$ cat src/rtl/store_data_queue_pkg.sv
// Shared store-queue types: entry lifecycle state and the record drained to memory.
package core_pkg;

   localparam int SDQ_ENTRIES = 16;
   localparam int SDQ_PTR_W   = $clog2(SDQ_ENTRIES) + 1;

   typedef enum logic [1:0] {
      SDQ_FREE      = 2'd0,
      SDQ_ALLOC     = 2'd1,
      SDQ_READY     = 2'd2,
      SDQ_COMMITTED = 2'd3
   } sdq_state_e;

   typedef struct packed {
      logic [31:0] addr;
      logic [31:0] data;
      logic [1:0]  size;
      sdq_state_e  state;
   } sdq_entry_t;

endpackage

$ cat src/rtl/store_data_queue.sv
// Circular store data queue: dispatch allocates at tail, ROB retire commits from cmt,
// committed stores drain to memory from head. Pointers carry a wrap bit for full/empty and LDQ age compare.
module store_data_queue
   import core_pkg::*;
#(
   parameter int  RETIRE_WIDTH = 2,
   localparam int PTR_W        = SDQ_PTR_W,
   localparam int IDX_W        = PTR_W - 1,
   localparam int RC_W         = $clog2(RETIRE_WIDTH + 1)
) (
   input  logic              clk,
   input  logic              rst,
   input  logic              disp_vld,
   output logic [PTR_W-1:0]  disp_sdq_marker,
   output logic [IDX_W-1:0]  disp_sdq_idx,
   output logic              disp_full,
   input  logic              exec_vld,
   input  logic [IDX_W-1:0]  exec_sdq_idx,
   input  logic [31:0]       exec_addr,
   input  logic [31:0]       exec_data,
   input  logic [1:0]        exec_size,
   input  logic [RC_W-1:0]   retire_cnt,
   input  logic              flush,
   output logic              drain_vld,
   output sdq_entry_t        drain_entry,
   input  logic              drain_rdy,
   output logic [PTR_W-1:0]  sdq_head,
   output logic              sdq_empty,
   output logic              retire_err
);

   sdq_entry_t       entries_reg  [SDQ_ENTRIES];
   sdq_entry_t       entries_next [SDQ_ENTRIES];
   logic [PTR_W-1:0] head_reg, head_next;
   logic [PTR_W-1:0] cmt_reg, cmt_next;
   logic [PTR_W-1:0] tail_reg, tail_next;
   logic             retire_err_reg, retire_err_next;
   logic [PTR_W-1:0] commit_ptr;
   logic             commit_stop;

   assign disp_sdq_marker = tail_reg;
   assign disp_sdq_idx    = tail_reg[IDX_W-1:0];
   assign disp_full       = (head_reg[IDX_W-1:0] == tail_reg[IDX_W-1:0]) &&
                            (head_reg[IDX_W] != tail_reg[IDX_W]);
   assign sdq_empty       = (head_reg == tail_reg);
   assign sdq_head        = head_reg;
   assign drain_entry     = entries_reg[head_reg[IDX_W-1:0]];
   assign drain_vld       = (entries_reg[head_reg[IDX_W-1:0]].state == SDQ_COMMITTED);
   assign retire_err      = retire_err_reg;

   always_comb begin
      entries_next    = entries_reg;
      head_next       = head_reg;
      tail_next       = tail_reg;
      retire_err_next = retire_err_reg;
      commit_ptr      = cmt_reg;
      commit_stop     = 1'b0;

      if (disp_vld && !disp_full && !flush) begin
         entries_next[tail_reg[IDX_W-1:0]].state = SDQ_ALLOC;
         tail_next = tail_reg + PTR_W'(1);
      end

      if (exec_vld && !flush && (entries_reg[exec_sdq_idx].state == SDQ_ALLOC)) begin
         entries_next[exec_sdq_idx].addr  = exec_addr;
         entries_next[exec_sdq_idx].data  = exec_data;
         entries_next[exec_sdq_idx].size  = exec_size;
         entries_next[exec_sdq_idx].state = SDQ_READY;
      end

      // Commit walks from cmt and halts at the first entry that has not been written.
      for (int i = 0; i < RETIRE_WIDTH; i++) begin
         if ((RC_W'(i) < retire_cnt) && !commit_stop) begin
            if (entries_reg[commit_ptr[IDX_W-1:0]].state == SDQ_READY) begin
               entries_next[commit_ptr[IDX_W-1:0]].state = SDQ_COMMITTED;
               commit_ptr = commit_ptr + PTR_W'(1);
            end else begin
               commit_stop     = 1'b1;
               retire_err_next = 1'b1;
            end
         end
      end
      cmt_next = commit_ptr;

      if (drain_vld && drain_rdy) begin
         entries_next[head_reg[IDX_W-1:0]].state = SDQ_FREE;
         head_next = head_reg + PTR_W'(1);
      end

      // Flush sees this cycle's commits, so freshly committed stores survive.
      if (flush) begin
         for (int i = 0; i < SDQ_ENTRIES; i++) begin
            if ((entries_next[i].state == SDQ_ALLOC) || (entries_next[i].state == SDQ_READY))
               entries_next[i].state = SDQ_FREE;
         end
         tail_next = commit_ptr;
      end
   end

   always_ff @(posedge clk) begin
      if (!rst) begin
         for (int i = 0; i < SDQ_ENTRIES; i++)
            entries_reg[i] <= '0;
         head_reg       <= '0;
         cmt_reg        <= '0;
         tail_reg       <= '0;
         retire_err_reg <= 1'b0;
      end else begin
         entries_reg    <= entries_next;
         head_reg       <= head_next;
         cmt_reg        <= cmt_next;
         tail_reg       <= tail_next;
         retire_err_reg <= retire_err_next;
      end
   end

endmodule

$ cat config.mk
export PLATFORM = sky130hd
export DESIGN_NAME = store_data_queue
export DESIGN_NICKNAME = d
export VERILOG_FILES = /design/src/rtl/store_data_queue_pkg.sv /design/src/rtl/store_data_queue.sv
export SDC_FILE = /design/constraint.sdc
export NUM_CORES = 2
export LEC_CHECK = 0
export BUFFER_PORTS_ARGS = -buffer_cell sky130_fd_sc_hd__buf_2
export CAP_MARGIN = 0
export CORE_MARGIN = 4
export CORE_UTILIZATION = 62
export CTS_CLUSTER_DIAMETER = 40
export CTS_CLUSTER_SIZE = 16
export DETAILED_ROUTE_END_ITERATION = 7
export PLACE_DENSITY = 0.88
export SLEW_MARGIN = 20
export SYNTH_ARGS = -nofsm -noshare
export SYNTH_HDL_FRONTEND = slang
export SYNTH_SLANG_ARGS = --single-unit
$ cat constraint.sdc
create_clock -name clk -period 5.52 [get_ports clk]
set_input_delay 0.276 -clock clk [delete_from_list [all_inputs] [get_ports clk]]
set_output_delay 0.276 -clock clk [all_outputs]
set_load 0.005 [all_outputs]
==> implementation parameters <==
Parameter                              Value

Run status
  Run status ... completed

Yosys
  Cell area after technology mapping ... 48,370 um^2
  Proportion of synthesized chip area in sequential cells ... 0.4569
  Yosys reg bits ... 1,104
  Primary flip-flop cell chosen by synthesis mapping ... dfxtp_1
  Avg Inst Size Synth ... approximately 8.5 um^2
  Cell taking the most area after synthesis ... dfxtp_1
  Top cell type's share of synthesized area ... 0.4569
  Proportion of synthesized flip-flops having asynchronous set or reset ... 0
  Synthesis Warnings ... 0
  Nets in the synthesized netlist ... a little under 6,000
  Cell types occupying the most area after synthesis ... dfxtp_1 (46%), nand2_1 (17%), mux4_2 (16%)
  Number of enable flip-flop cells after synthesis ... 0
  Number of standard cells after synthesis ... 5,694
  Library cells used by synthesis ... 58

Power
  Share of total power in the clock network ... 0.488
  Switching share of total power ... 0.2511
  Design internal power ... around 13 mW
  Peak supply drop ... 291.3 uV
  Proportion of power drawn by flip-flops and latches ... 0.461
  Part of the total power dissipated in combinational logic ... 0.051
  Final Power ... 17.44 mW
  Power density cells ... ~320 nW/um^2
  Switching power summed over all nets ... 4.380 mW
  Leakage power ... 17.20 nW

Setup path
  Crit Path Category ... reg2out
  Critical path endpoint category ... primary output
  Required time reported for the critical path endpoint ... 5.24 ns
  Register-to-Register Path Depth ... 8
  Element type at the critical path start ... flip-flop
  CP peak stage delay ... 0.85 ns
  Critical-path cell with the highest stage delay ... dfxtp_4
  Buffers & Inverters on Critical Path ... 2
  Cell class contributing the biggest share of worst-path delay ... buffers and inverters
  Critical path peak fanout ... 164
  Data arrival time of the critical path ... around 3.8 ns
  Cell Chain, Critical Path ... buf_12, mux4_2, mux4_2, buf_2
  R2R Path Start ... entries_reg[0]
  Reg2Reg Setup Slack ... between 1.5 and 2 ns
  Cell repeated most along the worst path ... mux4_2

CTS
  Number of hold buffers added after cts ... 66
  Maximum level of the CTS H-tree ... 3
  Clk slew on worst S/H paths ... 0.07 ns
  TritonCTS Buffers ... 119
  Clock latency on the worst-skew pair ... 0.72 ns
  Number of clock sinks ... 1,104
  Number of gates resized after cts ... 0
  CTS root buffer ... clkbuf_16
  Maximum count of clock buffers along a single path ... 3
  Count of buffers added by post-CTS timing repair for setup ... 0
  CTS tree ... built

Floorplanning
  Core Box Area ... slightly below 80,000 um^2
  Number of placement rows ... around 100
  Initial Utilization ... 0.6255
  Total I/O pin count ... 164
  Vertical extent of the die ... about 290 um
  Horizontal extent of the die ... 287.3 um
  Floorplan die area ... 82,560 um^2

Placed design
  Routability-driven placement congestion ratio ... 1.014
  Placed wire-length estimate ... 79,710 um
  # port buffers ... 163
  Pre-CTS setup slack ... 1.618 ns

Timing
  Final worst-path cycle share ... 0.7321
  Max Slew Vio Count ... 0
  Highest attainable clock frequency ... 247.4 MHz
  RSZ-0062 raised after global routing ... no
  Least-Margin Pin Slew ... 1.283 ns
  Final TNS setup ... 0 ns
  Remaining max-slew budget at the tightest pin ... 0.1446
  Clock period minus worst slack ... 4.041 ns
  Clock skew after layout ... roughly 0.055 ns
  Number of endpoints failing setup at the final stage ... 0
  Total count of hold-check failures in the final report ... 0
  Worst setup slack after layout ... 1.479 ns

Hold path
  Hold wc startpoint ... rst
  Classification of the worst-slack hold path ... in2reg
  Hold Path Depth ... 2
  Worst hold endpoint ... disp_sdq_marker[0]

Global routing
  GRT Total Usage ... 0.3677
  Maximum number of pins on one net before global-route repair ... slightly below 200
  Number of antenna violations at the first check in global routing ... 12
  Global-route wire length before repair ... 239,000 um
  Number of global-route vias before repair ... ~44,000
  Global-route congestion overflow total ... 0

Routing
  Detailed-route via count ... 43,843
  Initial DRT Pass Iterations ... 8
  Final ANT Viol Nets ... 0
  Drt initial violations ... 6,592
  Post-route DRC ... 0
  Drt total wl ... 156,400 um
  Routed len/inst ... 23.50 um
  Via count normalized by instance count ... about 6.6

Flow run
  MaxCap Viol Count ... 0

Cells and area
  Fraction of final layout cells sized beyond drive strength 1 ... 0.1523
  Area added between synthesis and finish ... 11.40%
  Most common library cell in the layout ignoring fill and taps ... nand2_1
  Commonest cells after routing, fill and taps aside ... nand2_1 (2,201), dfxtp_1 (1,100), a21oi_1 (1,082), mux4_2 (354), buf_2 (163)
  Post-layout util ... 0.6968
  Final net count ... 5,586
through the flow:
stage / cell area, um^2 / hold WS, ns / cells
2_1_floorplan: 48370 / 0.4331 / 5694
3_3_place_gp: 48880 / 0.4380 / 6348
3_5_place_dp: 48890 / 0.4434 / 6348
4_1_cts: 53820 / 0.02419 / 6640
5_1_grt: 53870 / 0.07487 / 6647
6_report: 53890 / 0.05622 / 6652
how the worst max path moves through the flow:
stage / slack (ns) / to / cells past startpoint / from
floorplan: 2.31 / drain_entry[40] / 6 / sdq_head[0]
global placement: 1.70 / flip-flop / 9 / exec_sdq_idx[2]
detailed placement: 1.62 / flip-flop / 9 / exec_sdq_idx[2]
CTS: 1.48 / drain_entry[67] / 4 / sdq_head[0]
global route: 1.33 / drain_entry[67] / 4 / sdq_head[0]
finish: 1.48 / drain_entry[18] / 4 / sdq_head[1]
power by group through the flow:
stage | sequential [mW] | clock, mW | combinational, mW
6_report | 8.04 | 8.51 | 0.894
3_3_place_gp | 8.21 | 0 | 0.822
3_5_place_dp | 8.21 | 0 | 0.816
2_1_floorplan | 8.18 | 0 | 0.641
4_1_cts | 8.03 | 8.51 | 0.862
5_1_grt | 8.03 | 8.85 | 0.948
cell usage after synthesis, drive strengths merged (3+ instances only):
| cell type | count |
|---|---|
| o21ai | 37 |
| clkbuf | 450 |
| nand3 | 20 |
| a41oi | 6 |
| a21o | 12 |
| xor2 | 6 |
| o22ai | 3 |
| nor2 | 31 |
| or3 | 3 |
| xnor2 | 10 |
| and3 | 9 |
| nand4 | 14 |
| ha | 12 |
| mux4 | 354 |
| o211a | 3 |
| dfxtp | 1104 |
| nor2b | 29 |
| and2 | 14 |
| mux2i | 6 |
| buf | 149 |
| a31oi | 29 |
| nor3 | 5 |
| nand2 | 2213 |
| mux2 | 7 |
| inv | 23 |
| nor4 | 5 |
| a2bb2oi | 10 |
| nand2b | 14 |
| a21oi | 1082 |
| o211ai | 7 |
| or2 | 5 |
cell type report:
| type | instances | area (um^2) |
|---|---|---|
| multi-input cells | 3966 | 24090 |
| fillers | 5361 | 23450 |
| flip-flops and latches | 1104 | 22120 |
| clock buffers | 131 | 3146 |
| repair buffers | 280 | 1984 |
| well taps | 1040 | 1301 |
| clock inverters | 95 | 1124 |
| inverters | 25 | 101.3 |
| diodes | 11 | 27.53 |
worst reg2reg max path: stages, from the launching register on:
cell     delay (ns)
dfxtp_1        0.43
nor2b_1        0.21
mux4_2         0.26
mux4_2         0.27
nand3_1        0.24
nor2_1         0.84
and2_4         1.16
nand2_1        0.23
a21oi_1        0.27
kinds of logic (layout without fill, tap and decap cells):
family,Yosys count,in the layout,synth area share
AOI/OAI and AO/OA,1206,1206,0.1298
xor gates and xnor gates,16,16,0.002897
adders and majority gates,12,12,0.003104
buffers and inverters,624,531,0.05023
DFF,1104,1104,0.4569
muxes,367,367,0.1677
other,0,11,0
and+or+nand+nor,2365,2365,0.1894
layer usage:
metal | global-route usage | wire length (um) | up-vias
li1 | - | - | 18798
met1 | 0.4459 | 51590 | 20686
met2 | 0.5834 | 71730 | 3398
met3 | 0.08715 | 21380 | 957
met4 | 0.2517 | 11620 | 4
met5 | 0 | 30 | -
No activity file was read; power rests on OpenSTA's default activity.
